==> src/rtl/id_hazard_scheduler.sv <==
// Decode-stage issue controller: per-register pending-write scoreboard, hazard stall and one-cycle post-branch flush.
// Latency: hazard/issue/flush are combinational from inputs and registered state; counters, state and stall_count update on the next clk edge.
// Backpressure: hazard freezes IF/ID and bubbles EXE; writeback clears are not bypassed, so a released source issues one cycle after its writeback.
//
// Optional feature macro: HAZARD_FORWARD_EN (load-use-only stalling, with operands supplied by the EXE/MEM forwarding unit).
//
// Ports:
//   clk, rst            rising-edge clock, asynchronous active-low reset
//   id_valid            decode holds a valid instruction
//   id_src_1/id_src_2   source indices (id_two_src qualifies id_src_2)
//   id_wb_en/id_dest    instruction writes id_dest (pre-hazard value)
//   id_mem_r_en         instruction is a load
//   id_b                instruction is a taken branch
//   wb_wb_en/wb_dest    writeback-stage register write port
//   hazard/issue/flush  stall, advance, discard-IF/ID controls
//   busy_mask           bit r set while register r has pending writes
//   stall_count         saturating count of hazard cycles
//   sb_err              sticky flag: decrement of an empty counter
module id_hazard_scheduler #(
  parameter int NUM_REGS    = 16,
  parameter int CNT_W       = 2,
  parameter int STALL_CNT_W = 16
) (
  input  logic                   clk,
  input  logic                   rst,
  input  logic                   id_valid,
  input  logic [3:0]             id_src_1,
  input  logic [3:0]             id_src_2,
  input  logic                   id_two_src,
  input  logic                   id_wb_en,
  input  logic [3:0]             id_dest,
  input  logic                   id_mem_r_en,
  input  logic                   id_b,
  input  logic                   wb_wb_en,
  input  logic [3:0]             wb_dest,
  output logic                   hazard,
  output logic                   issue,
  output logic                   flush,
  output logic [NUM_REGS-1:0]    busy_mask,
  output logic [STALL_CNT_W-1:0] stall_count,
  output logic                   sb_err
);

  localparam logic [CNT_W-1:0] CNT_MAX = '1;

  typedef enum logic [1:0] {
    ST_RUN   = 2'd0,
    ST_STALL = 2'd1,
    ST_FLUSH = 2'd2
  } state_t;

  state_t                   r_state;
  state_t                   w_state_nxt;
  logic [CNT_W-1:0]         r_cnt [NUM_REGS];
  logic [STALL_CNT_W-1:0]   r_stall_count;
  logic                     r_sb_err;
  logic                     w_dep;
  logic                     w_dest_sat;
  logic                     w_hazard;
  logic                     w_issue;
  logic [NUM_REGS-1:0]      w_inc;
  logic [NUM_REGS-1:0]      w_dec;

  // A destination whose counter is full cannot accept another in-flight write.
  assign w_dest_sat = id_wb_en && (r_cnt[id_dest] == CNT_MAX);

`ifdef HAZARD_FORWARD_EN
  logic       r_ld_valid;
  logic [3:0] r_ld_dest;

  // Only the load issued in the previous cycle can be unforwardable.
  assign w_dep = (r_ld_valid && ((id_src_1 == r_ld_dest) ||
                                 (id_two_src && (id_src_2 == r_ld_dest)))) ||
                 w_dest_sat;

  always_ff @(posedge clk or negedge rst) begin
    if (!rst) begin
      r_ld_valid <= 1'b0;
      r_ld_dest  <= '0;
    end else begin
      r_ld_valid <= w_issue && id_mem_r_en && id_wb_en;
      r_ld_dest  <= id_dest;
    end
  end
`else
  logic w_unused_mem_r_en;
  assign w_unused_mem_r_en = id_mem_r_en;

  assign w_dep = (r_cnt[id_src_1] != '0) ||
                 (id_two_src && (r_cnt[id_src_2] != '0)) ||
                 w_dest_sat;
`endif

  // The wrong-path instruction sitting in decode during FLUSH is ignored.
  assign w_hazard = id_valid && w_dep && (r_state != ST_FLUSH);
  assign w_issue  = id_valid && !w_dep && (r_state != ST_FLUSH);

  assign hazard      = w_hazard;
  assign issue       = w_issue;
  assign flush       = (r_state == ST_FLUSH);
  assign stall_count = r_stall_count;
  assign sb_err      = r_sb_err;

  always_comb begin
    w_state_nxt = r_state;
    case (r_state)
      ST_RUN: begin
        if (w_hazard)          w_state_nxt = ST_STALL;
        else if (w_issue && id_b) w_state_nxt = ST_FLUSH;
      end
      ST_STALL: begin
        if (w_issue && id_b)   w_state_nxt = ST_FLUSH;
        else if (w_issue)      w_state_nxt = ST_RUN;
        else if (!id_valid)    w_state_nxt = ST_RUN;
      end
      ST_FLUSH:                w_state_nxt = ST_RUN;
      default:                 w_state_nxt = ST_RUN;
    endcase
  end

  always_ff @(posedge clk or negedge rst) begin
    if (!rst) r_state <= ST_RUN;
    else      r_state <= w_state_nxt;
  end

  always_comb begin
    w_inc     = '0;
    w_dec     = '0;
    busy_mask = '0;
    for (int r = 0; r < NUM_REGS; r++) begin
      w_inc[r]     = w_issue && id_wb_en && (id_dest == 4'(r));
      w_dec[r]     = wb_wb_en && (wb_dest == 4'(r));
      busy_mask[r] = (r_cnt[r] != '0);
    end
  end

  // A simultaneous issue-write and writeback to one register cancel out.
  // Increment cannot overflow: a saturated destination blocks issue.
  always_ff @(posedge clk or negedge rst) begin
    if (!rst) begin
      for (int r = 0; r < NUM_REGS; r++) r_cnt[r] <= '0;
      r_sb_err <= 1'b0;
    end else begin
      for (int r = 0; r < NUM_REGS; r++) begin
        if (w_inc[r] && !w_dec[r]) begin
          r_cnt[r] <= r_cnt[r] + 1'b1;
        end else if (w_dec[r] && !w_inc[r]) begin
          if (r_cnt[r] == '0) r_sb_err <= 1'b1;
          else                r_cnt[r] <= r_cnt[r] - 1'b1;
        end
      end
    end
  end

  always_ff @(posedge clk or negedge rst) begin
    if (!rst)                                  r_stall_count <= '0;
    else if (w_hazard && (r_stall_count != '1)) r_stall_count <= r_stall_count + 1'b1;
  end

endmodule

==> config.mk <==
export PLATFORM = sky130hd
export DESIGN_NAME = id_hazard_scheduler
export DESIGN_NICKNAME = d
export VERILOG_FILES = /design/src/rtl/id_hazard_scheduler.sv
export SDC_FILE = /design/constraint.sdc
export NUM_CORES = 1
export LEC_CHECK = 0
export CORE_UTILIZATION = 40
export CTS_CLUSTER_SIZE = 12
export DETAILED_ROUTE_END_ITERATION = 12
export GPL_TIMING_DRIVEN = 0
export MAX_ROUTING_LAYER = met4
export PLACE_DENSITY = 0.63
export SLEW_MARGIN = 0
export SYNTH_ARGS = -nofsm -noshare
export SYNTH_HDL_FRONTEND = slang
export SYNTH_SLANG_ARGS = --single-unit
==> constraint.sdc <==
create_clock -name clk -period 6.9 [get_ports clk]
set_clock_uncertainty 0.1 [all_clocks]
set_input_delay 0.69 -clock clk [delete_from_list [all_inputs] [get_ports clk]]
set_output_delay 0.69 -clock clk [all_outputs]
set_load 0.01 [all_outputs]
## Yosys cells after proc, flatten, opt, wreduce, memory -nomap -nowiden

Index checks and enable logic that the tools add are counted.

- Register bits: 51
- Input port bits: 24
- Output and inout bits: 36
- Logic and storage cells: 400

- Add/subtract/negate cells: 33
- Order comparisons: 3
- Equality and inequality tests: 53
- Mux-type cells: 111
- Bitwise operators: 3
- Reduce and logical (&&, ||, !) cells: 178

Operators by type and width:

| cell | number |
|---|---|
| $mux 2 | 59 |
| $logic_and 1x1->1 | 73 |
| $reduce_bool 2->1 | 34 |
| $eq 4x4->1 const B | 16 |
| $mux 1 | 48 |
| $logic_not 2->1 | 17 |
| $ne 2x2->1 const B | 17 |
| $reduce_and 2->1 | 17 |
| $logic_not 1->1 | 33 |
| $add 2x1->2 const B | 16 |
| $eq 4x3->1 const B | 8 |
| $sub 2x1->2 const B | 16 |
| $bmux 2 s4 | 3 |
| $add 16x1->16 const B | 1 |
| $eq 4x2->1 const B | 4 |
| $ne 16x16->1 const B | 1 |
| $ge 5x5->1 const B | 3 |
| $not 4->5 | 3 |
| $eq 4x1->1 const B | 2 |
| $logic_not 4->1 | 2 |
| $eq 2x2->1 const B | 2 |
| $ne 4x4->1 const B | 1 |
| $pmux 2 s2 | 1 |
| $ne 3x3->1 const B | 1 |
| other kinds (2) | 3 |

## Logic depth before layout (Yosys ltp)

Gate-level depths: netlist (run 1).

- Depth after elaboration: 62
- Mapped depth: 16
- Mapped depth without buffers: 13

## Worst setup path before layout (run 1)

No wires, ideal clock.

- Kind: input port to flip-flop
- From: input port id_dest[1]
- To: register r_sb_err (netlist: sb_err)
- Library setup time: 135 ps
- Data arrival time: 3,470 ps
- Slack: 3,195 ps
- Cell stages on the path: 14
- Path buffers: 1
- Cell sequence: buf_2 -> mux4_2 -> mux2i_1 -> o22ai_1 -> a32o_1 -> nor3_4 -> nand2b_2 -> or2_2 -> ha_1 -> nor3b_1 -> nor4_1 -> nand4_1 -> nor4_1 -> nand3_1

- Word-level cells in the longest chain between the ends: 61
- Elaborated cells on any way between the ends: 138
- Classes of those cells: eq/ne (16); mux (50); bitwise (1); reduce/logical (71)

RTL lines:

| what | line | text |
|---|---|---|
| start, declared | 31 | `input logic [3:0] id_dest,` |
| $not 4->5 (not written as such) * | 65 | `assign w_dest_sat = id_wb_en && (r_cnt[id_dest] == CNT_MAX);` |
| $bmux 2 s4 * | 65 |  |
| $mux 2 (not written as such) * (2 in series) | 65 |  |
| $eq 2x2->1 * | 65 |  |
| $logic_and 1x1->1 * | 65 |  |
| $logic_or 1x1->1 * | 90 | `(id_two_src && (r_cnt[id_src_2] != '0)) \|\|` |
| $logic_not 1->1 * | 96 | `assign w_issue = id_valid && !w_dep && (r_state != ST_FLUSH);` |
| $logic_and 1x1->1 * (2 in series) | 96 |  |
| via issue | 37 | `output logic issue,` |
| [43 not listed] | n/a |  |
| $mux 1 | 147 | `end else if (w_dec[r] && !w_inc[r]) begin` |
| $mux 1 | 145 | `if (w_inc[r] && !w_dec[r]) begin` |
| $mux 1 | 148 | `if (r_cnt[r] == '0) r_sb_err <= 1'b1;` |
| $mux 1 | 147 |  |
| $mux 1 | 145 |  |
| $mux 1 | 148 |  |
| $mux 1 | 147 |  |
| $mux 1 * | 145 |  |
| end signal, assigned | 142 | `r_sb_err <= 1'b0;` |
| end signal, assigned | 148 |  |
| end, declared | 56 | `logic r_sb_err;` |

Mark *: on every way through the listed nets, which the timed path passes. The rest lies on a longest branch. The select of a mux whose other input is x is not followed.
A chain may end at the register's enable or synchronous reset.

## Final worst setup path (run 1)

- From: input port id_dest[0]
- To: register r_sb_err (netlist: sb_err)

- Word-level cells in the longest chain between the ends: 61
- Elaborated cells on any way between the ends: 138
- Classes of those cells: eq/ne (16); mux (50); bitwise (1); reduce/logical (71)

RTL lines:

| what | line |
|---|---|
| $not 4->5 (not written as such) | 65 |
| $bmux 2 s4 | 65 |
| $mux 2 (not written as such) (2 in series) | 65 |
| $eq 2x2->1 | 65 |
| $logic_and 1x1->1 | 65 |
| $logic_or 1x1->1 | 90 |
| $logic_not 1->1 | 96 |
| $logic_and 1x1->1 (2 in series) | 96 |
| [43 not listed] | n/a |
| $mux 1 | 147 |
| $mux 1 | 145 |
| $mux 1 | 148 |
| $mux 1 | 147 |
| $mux 1 | 145 |
| $mux 1 | 148 |
| $mux 1 | 147 |
| $mux 1 * | 145 |

Every way passes the cells marked *; elsewhere a longest branch is shown, timed or not. The select of a mux whose other input is x is not followed.

==> results of run 1 <==
## final timing paths
check / slack (ns) / from / to
max: 2.08 / id_dest[0] / sb_err
min: 0.16 / rst / r_cnt[31]
max reg2reg: 2.73 / r_cnt[26] / sb_err
min reg2reg: 0.34 / r_state[1] / r_state[0]
max in group asynchronous: 6.01 / rst / r_state[0]
min in group clk: 0.34 / r_state[1] / r_state[0]
## kinds of logic after synthesis
family / Yosys count / synth area share (%)
AO/OA/AOI/OAI: 66 / 9.02
multiplexers: 19 / 8.72
XOR/XNOR: 15 / 3.17
AND/OR/NAND/NOR: 263 / 33.1
adder cells (fa/ha/maj): 33 / 9.96
buffers and inverters: 55 / 5.28
flip-flops: 51 / 30.8
## state kept, by name, indices dropped and copies added, names as in the netlist
name / cells
r_cnt: 32
r_state: 2
sb_err: 1
stall_count: 16
## routing by layer
| layer | up-vias | routed length [microns] | GRT usage, % |
|---|---|---|---|
| met4 | 0 | 258 | 7.35 |
| met5 | - | 0 | - |
| met2 | 128 | 5070 | 34.0 |
| met1 | 1820 | 5080 | 29.5 |
| li1 | 1856 | - | - |
| met3 | 22 | 710 | 2.77 |
## worst register-to-register path, delay by kind of cell (launching register included)
| family | cells | cell delay (ns) |
|---|---|---|
| AOI/OAI and AO/OA | 3 | 0.91 |
| adders and majority gates | 1 | 0.23 |
| buffers and inverters | 1 | 0.26 |
| DFF | 1 | 0.45 |
| and+or+nand+nor | 9 | 2.09 |
## area by class of cell
class                           count  area share (%)
Sequential cell                    51            25.7
Buffer                             11            1.08
Inverter                           44            3.33
Clock buffer                        5            1.39
Timing Repair Buffer               55            11.2
Multi-Input combinational cell    396            53.4
Clock inverter                      3           0.579
Tap cell                          133            3.35
## power groups by stage
| stage | combinational [mW] | clock, mW | sequential (mW) |
|---|---|---|---|
| 6_report | 0.150 | 0.198 | 0.336 |
| 5_1_grt | 0.164 | 0.214 | 0.339 |
| 4_1_cts | 0.151 | 0.201 | 0.336 |
| 3_5_place_dp | 0.151 | 0 | 0.342 |
| 3_3_place_gp | 0.147 | 0 | 0.341 |
| 2_1_floorplan | 0.0694 | 0 | 0.343 |
## synthesized netlist by cell type (3+ instances only)
cell type / number / area, sq um
a2111oi_0: 4 / 35.0
a21oi_1: 3 / 15.0
a31oi_1: 3 / 18.8
and3_1: 4 / 25.0
buf_2: 4 / 20.0
clkbuf_1: 5 / 18.8
dfrtp_1: 51 / 1280
ha_1: 33 / 413
inv_1: 44 / 165
mux2i_1: 5 / 50.1
mux4_2: 11 / 248
nand2_1: 73 / 274
nand3_1: 12 / 60.1
nand4_1: 4 / 25.0
nor2_1: 51 / 191
nor2b_1: 32 / 200
nor3_1: 19 / 95.1
nor3b_1: 29 / 218
nor4_1: 10 / 62.6
o21ai_0: 49 / 245
or2_2: 8 / 50.1
or4_1: 4 / 30.0
xnor2_1: 3 / 26.3
xor2_1: 12 / 105
## through the flow
step	cell area, sq um	setup WS, ns	hold slack, ns	utilization, %
2_1_floorplan	4150	3.19	0.294	-
3_3_place_gp	4850	1.80	0.323	49.0
3_5_place_dp	4870	1.82	0.324	49.1
4_1_cts	4970	2.16	0.171	50.1
5_1_grt	4970	1.89	0.177	50.1
6_report	4970	2.08	0.158	50.1
==> results_dict.tcl, run 1 <==
set metrics [dict create \
    critPathSlowestCell "clkdlybuf4s50_1" \
    numCtsBuffers 5 \
    p_total_mw 0.684 \
    setup-violations-final 0 \
    cts_tree "done" \
    synth_cell_types 47 \
    remaining_drc_errors 0 \
    grt_max_degree 40 \
    die-area_sq_um 10800 \
    max_freq_mhz 208 \
    multi_input_area_sq_um 2650 \
    synth_edf_count 0 \
    dp_cells 690 \
    clock_latency_ns 0.32 \
    synthFlopType "dfrtp_1" \
    yosysWarnings 0 \
    clk_pin_slew_ns 0.11 \
    antenna_left 0 \
    fillers 971 \
    cts_setup_buffers 0 \
    tns_ns 0 \
    synthArstFlopShare_pct 100 \
    final_common_cell "nand2_1" \
    cp-start-kind "primary input" \
    fp.dieH_microns 104 \
    viasPerCell 5.48 \
    drt_wl_total_mm 11.1 \
    power_frac_clock_pct 28.9 \
    p_sw_share_pct 32.7 \
    first_pass_iters 4 \
    cts.path.max_buffers 2 \
    drtIter0Drc 236 \
    switching_power_mw 0.224 \
    post-route-period-util_pct 69.8 \
    dp_hpwl_mm 8.74 \
    htree_levels 2 \
    status "finished, final reports clean" \
    synthCells 502 \
    p_int_mw 0.460 \
    grt_util_all_layers_pct 21.9 \
    max-cap-violations 0 \
    power_per_cell_area_nw_per_um2 138 \
    path_delay_family "simple AND/OR/NAND/NOR gates" \
    start_util_pct 41.8 \
    fp.coreArea_sq_um 9910 \
    combPwrFrac_pct 22.0 \
    cp_common_cell "nor4_1" \
    min_period_ns 4.82 \
    ys_ff_latch 51 \
    layout-drive-gt1-share_pct 7.43 \
    synth_nets 559 \
    cp.depth 16 \
    crit_fanout 10 \
    report.final.slew_viol_count 0 \
    rows 36 \
    worstMarginPinSlew_ns 0.674 \
    hold_viol 0 \
    io_pins 60 \
    ys_seq_area_share_pct 30.8 \
    worstSetupPathType "primary input to flop" \
    vias 3826 \
    required_ns 6.99 \
    synthToLayoutAreaGrowth_pct 19.8 \
    port_buffers 54 \
    cts_resized 0 \
    ctsHoldBuffers 0 \
    hp-class "primary input to async pin" \
    gp_congestion 0.957 \
    end_kind "flop" \
    grt_pass1_vias 3645 \
    layout.nets 621 \
    path_buf_inv 3 \
    ff2ff_path_depth 14 \
    netlist_area_sq_um 4150 \
    final_cells 698 \
    grt_pass1_wl_mm 18.3 \
    cts-root-buf "clkbuf_8" \
    grt_setup_unrepaired "false" \
    antenna_found_initial 0 \
    clock-sinks 51 \
    relSlewSlack_pct 55.0 \
    p_leak_nw 2.49 \
    regArea_sq_um 1280 \
    critical_path_arrival_ns 4.90 \
    cpPeakStageDelay_ns 0.60 \
    layout_common_cells "73 x nand2_1, 53 x clkdlybuf4s50_1, 51 x nor2_1, 51 x dfrtp_1, 49 x o21ai_0" \
    antenna_cells 0 \
    dieWidth_microns 104 \
    postSynthAreaPerCell_sq_um 8.26 \
    ir_drop_mv 0.0773 \
    critical_path.cell_chain "clkdlybuf4s50_1 > buf_6 > mux4_2 > mux2i_1 > o22ai_1 > a32o_1 > nor3_4 > nand2b_2 > buf_2 > nor2_1 > ha_1 > nor3b_1 > nor4_1 > nand4_1 > nor4_1 > nand3_1" \
    seqPwrFrac_pct 49.1 \
    overflow 0 \
    wl_per_cell_microns 15.9 \
]
(Power assumes the default switching activity.)
==> inputs of run 2 (changes only) <==
Settings changed: PLACE_DENSITY 0.63 to 0.65.
Clock period 6.9 ns to 4.16 ns, I/O delays scaled along.
==> results_dict.tcl, run 2 (synthesis results as in run 1) <==
set metrics [dict create \
    required_ns 4.25 \
    io_pins 60 \
    relSlewSlack_pct 56.3 \
    clock_latency_ns 0.32 \
    viasPerCell 5.47 \
    crit_fanout 10 \
    min_period_ns 4.05 \
    hp-class "flop to flop" \
    fp.dieH_microns 104 \
    drt_wl_total_mm 11.0 \
    layout-drive-gt1-share_pct 8.26 \
    power_frac_clock_pct 28.7 \
    p_leak_nw 2.51 \
    regMostFlops "r_cnt" \
    path_buf_inv 3 \
    p_total_mw 1.13 \
    place_ws_ns -0.629 \
    fillers 983 \
    setup_ws_ns 0.106 \
    critPathSlowestCell "mux4_2" \
    critical_path_arrival_ns 4.14 \
    cts_tree "done" \
    numCtsBuffers 5 \
    regArea_sq_um 1280 \
    cts.path.max_buffers 2 \
    p_sw_share_pct 32.4 \
    rows 36 \
    power_per_cell_area_nw_per_um2 226 \
    layout.nets 625 \
    grt_pass1_wl_mm 18.0 \
    switching_power_mw 0.367 \
    clk_pin_slew_ns 0.11 \
    post-route-period-util_pct 97.4 \
    final_common_cell "nand2_1" \
    die-area_sq_um 10800 \
    max_freq_mhz 247 \
    cp-start-kind "primary input" \
    antenna_found_initial 0 \
    fp.coreArea_sq_um 9910 \
    p_int_mw 0.766 \
    wl_per_cell_microns 15.6 \
    path_delay_family "simple AND/OR/NAND/NOR gates" \
    dp_hpwl_mm 8.71 \
    dieWidth_microns 104 \
    grt_setup_unrepaired "false" \
    antenna_left 0 \
    cts-root-buf "clkbuf_8" \
    multi_input_area_sq_um 2660 \
    critical_path.cell_chain "dlygate4sd2_1 > buf_6 > mux4_2 > mux2i_1 > o22ai_1 > a32o_1 > nor3_4 > buf_4 > nand2_4 > or3_1 > ha_1 > nor3b_1 > nor4_2 > nand4_1 > nor4_1 > nand3_1" \
    gp_congestion 0.975 \
    clock-sinks 51 \
    drtIter0Drc 333 \
    fin_util_pct 50.6 \
    grt_pass1_vias 3625 \
    report.final.slew_viol_count 0 \
    worstSetupPathType "primary input to flop" \
    cpPeakStageDelay_ns 0.54 \
    antenna_cells 0 \
    max-cap-violations 0 \
    combPwrFrac_pct 22.1 \
    vias 3839 \
    layout_common_cells "73 x nand2_1, 52 x clkdlybuf4s50_1, 51 x nor2_1, 51 x dfrtp_1, 49 x o21ai_0" \
    largest_reg_flops 32 \
    start_util_pct 41.8 \
    overflow 0 \
    end_kind "flop" \
    setup-violations-final 0 \
    remaining_drc_errors 0 \
    worstMarginPinSlew_ns 0.654 \
    first_pass_iters 4 \
    port_buffers 54 \
    seqPwrFrac_pct 49.1 \
    htree_levels 2 \
    synthToLayoutAreaGrowth_pct 20.8 \
    ir_drop_mv 0.146 \
    hold_viol 0 \
    grt_max_degree 40 \
    status "finished, final reports clean" \
    grt_util_all_layers_pct 21.6 \
]
## run 2: cell count changes in the layout (fill, tap and decap cells not counted)
cell | previous run | this run
nor4_1 | 10 | 8
dlygate4sd2_1 | 0 | 1
nor4_2 | 0 | 2
buf_4 | 0 | 3
dlygate4sd3_1 | 0 | 1
clkdlybuf4s50_1 | 53 | 52
## run 2: power groups by stage
stage          clock network, mW  logic [mW]  registers (mW)
6_report                   0.326       0.251           0.557
5_1_grt                    0.350       0.274           0.562
4_1_cts                    0.333       0.251           0.557
3_5_place_dp                   0       0.246           0.567
3_3_place_gp                   0       0.242           0.565
2_1_floorplan                  0       0.115           0.570
## run 2: worst paths after layout
check / from / end / slack (ns) / depth (start not counted)
hold / removal: r_state[1] / r_state[0] / 0.34 / 1
setup reg to reg: r_cnt[26] / sb_err / 0.15 / 14
setup / recovery: id_dest[0] / sb_err / 0.11 / 16
hold reg to reg: r_state[1] / r_state[0] / 0.34 / 1
max in group asynchronous: rst / r_cnt[15] / 2.97 / 3
min in group asynchronous: rst / r_cnt[29] / 0.45 / 2
## run 2: repair_timing
item	in CTS	in global routing
setup buffers	3	0
gates resized for setup	2	1
hold endpoints to repair	12	0
endpoints found under the setup margin	1	1
hold buffers	1	0
pin swaps	1	0
## run 2: final cells by class
| type | count | share of cell area [%] |
|---|---|---|
| inverters | 44 | 3.30 |
| plain buffers | 11 | 1.07 |
| flip-flops and latches | 51 | 25.5 |
| clock inverters | 3 | 0.574 |
| multi-input cells | 396 | 53.2 |
| repair buffers | 59 | 11.7 |
| clock buffers | 5 | 1.37 |
| well taps | 133 | 3.32 |
## run 2: through the flow
step	TNS [ns]	instance area, sq um	hold slack, ns	cells
6_report	0	5010	0.345	702
5_1_grt	0	5010	0.358	702
3_3_place_gp	-0.725	4850	0.315	689
4_1_cts	0	5000	0.346	702
3_5_place_dp	-0.995	4870	0.257	690
2_1_floorplan	0	4150	0.0204	502
## run 2: metal layers
| metal | share of wire (%) | GRT usage [%] | up-vias | wire length, microns |
|---|---|---|---|---|
| met4 | 2.3 | 6.73 | 0 | 251 |
| li1 | - | - | 1865 | - |
| met2 | 46 | 34.2 | 125 | 5030 |
| met3 | 5.7 | 2.71 | 20 | 627 |
| met1 | 46 | 28.8 | 1829 | 5050 |
| met5 | 0 | - | - | 0 |
==> inputs of run 3 (changes only) <==
Settings changed: GPL_TIMING_DRIVEN 0 to 1.
==> results_dict.tcl, run 3 (synthesis results as in run 1) <==
set metrics [dict create \
    gp_congestion 0.932 \
    layout.nets 643 \
    grt_util_all_layers_pct 22.9 \
    clk_pin_slew_ns 0.11 \
    largest_reg_flops 32 \
    path_delay_family "simple AND/OR/NAND/NOR gates" \
    cts_tree "done" \
    viasPerCell 5.38 \
    min_period_ns 4.02 \
    cpPeakStageDelay_ns 0.49 \
    drtIter0Drc 168 \
    report.final.slew_viol_count 0 \
    end_kind "flop" \
    die-area_sq_um 10800 \
    critical_path.cell_chain "clkdlybuf4s50_1 > buf_6 > mux4_2 > mux2i_1 > o22ai_1 > a32o_2 > nor3_4 > buf_4 > nand2b_2 > or2_2 > ha_1 > nor3b_1 > nor4_1 > buf_4 > nand4_1 > nor4_2 > nand3_1" \
    max-cap-violations 0 \
    grt_pass1_vias 3700 \
    htree_levels 2 \
    cp-start-kind "primary input" \
    io_pins 60 \
    p_leak_nw 2.62 \
    path_buf_inv 4 \
    place_area_sq_um 5020 \
    layout-drive-gt1-share_pct 11.9 \
    fin_area_sq_um 5170 \
    grt_pass1_wl_mm 19.1 \
    crit_fanout 6 \
    port_buffers 58 \
    antenna_left 0 \
    layout_common_cells "73 x nand2_1, 56 x clkdlybuf4s50_1, 51 x nor2_1, 51 x dfrtp_1, 49 x o21ai_0" \
    overflow 0 \
    worstSetupPathType "primary input to flop" \
    vias 3877 \
    fp.coreArea_sq_um 9910 \
    dieWidth_microns 104 \
    synthToLayoutAreaGrowth_pct 24.8 \
    status "finished, final reports clean" \
    cp.depth 17 \
    setup-violations-final 0 \
    grt_setup_unrepaired "false" \
    clock-sinks 51 \
    remaining_drc_errors 0 \
    cts.path.max_buffers 2 \
    wl_per_cell_microns 16.0 \
    critical_path_arrival_ns 4.12 \
    cp_common_cell "buf_4" \
    ff2ff_path_depth 15 \
    worstMarginPinSlew_ns 0.675 \
    required_ns 4.25 \
    first_pass_iters 4 \
    dp_cells 705 \
    power_per_cell_area_nw_per_um2 223 \
    fp.dieH_microns 104 \
    hp-class "primary input to async pin" \
    max_freq_mhz 249 \
    start_util_pct 41.8 \
    numCtsBuffers 5 \
    regMostFlops "r_cnt" \
    critPathSlowestCell "mux4_2" \
    final_common_cell "nand2_1" \
    ir_drop_mv 0.133 \
    post-route-period-util_pct 96.7 \
    antenna_found_initial 0 \
    final_cells 720 \
    grt_max_degree 52 \
    rows 36 \
    drt_wl_total_mm 11.5 \
    ctsHoldBuffers 0 \
    relSlewSlack_pct 55.0 \
    hold_viol 0 \
    antenna_cells 0 \
    dp_hpwl_mm 9.15 \
    clock_latency_ns 0.32 \
    cts-root-buf "clkbuf_8" \
]
-- run 3: cell count changes in the layout (fill, tap and decap cells not counted), sizes merged --
| cell | before | now |
|---|---|---|
| inv | 45 | 46 |
| dlymetal6s2s | 0 | 1 |
| clkbuf | 10 | 5 |
| clkinv | 2 | 1 |
| buf | 11 | 31 |
| dlygate4sd3 | 1 | 0 |
| dlygate4sd2 | 1 | 0 |
| clkdlybuf4s50 | 52 | 56 |
-- run 3: area by class of cell --
type	count	area, sq um
clock buffers	5	68.8
clock inverters	3	26.3
fillers	965	4740
inverters	44	165
multi-input cells	396	2650
flip-flops and latches	51	1280
well taps	133	166
repair buffers	88	820
-- run 3: worst register-to-register path, delay by kind of cell (launching register included) --
| kind | cells | cell delay, ns |
|---|---|---|
| AND/OR/NAND/NOR | 9 | 1.80 |
| buffers and inverters | 2 | 0.33 |
| adder cells (fa/ha/maj) | 1 | 0.20 |
| AO/OA/AOI/OAI | 3 | 0.86 |
| flip-flops | 1 | 0.46 |
-- run 3: metrics by stage --
stage	hold WS (ns)	TNS, ns	utilization (%)	setup slack, ns	power (mW)
after floorplan	0.0204	0	-	0.729	0.685
after global placement	0.315	-0.0663	50.7	-0.0663	0.822
after detailed placement	0.322	-0.130	50.7	-0.130	0.828
after CTS	0.127	0	51.6	0.192	1.15
after global routing	0.167	0	52.2	0.0129	1.21
final	0.104	0	52.2	0.137	1.15
-- run 3: layer usage --
layer  up-vias  part of all wire (%)  GRT usage, %
li1       1900                     -             -
met1      1892                    47          30.1
met2        71                    49          37.2
met3        14                   3.0          2.64
met4         0                   1.5          6.84
met5         -                     0             -
-- run 3: power by group --
group / total [mW] / internal, mW / switching (mW)
clock: 0.326 / 0.125 / 0.201
sequential: 0.558 / 0.520 / 0.0380
combinational: 0.270 / 0.137 / 0.133
total: 1.15 / 0.782 / 0.372
-- run 3: what timing repair did --
item / in CTS / in global routing
setup buffers: 0 / 7
resized for setup: 0 / 6
hold endpoints to repair: 0 / 0
setup endpoints to repair: 0 / 1
-- run 3: worst paths after layout --
kind	from	end	slack, ns
worst max-delay path	id_dest[1]	sb_err	0.14
worst min-delay path	rst	r_cnt[30]	0.10
worst max register to register	r_cnt[26]	sb_err	0.30
worst min register to register	r_state[1]	r_state[0]	0.33
max in group asynchronous	rst	r_cnt[1]	3.40
min in group clk	r_state[1]	r_state[0]	0.33
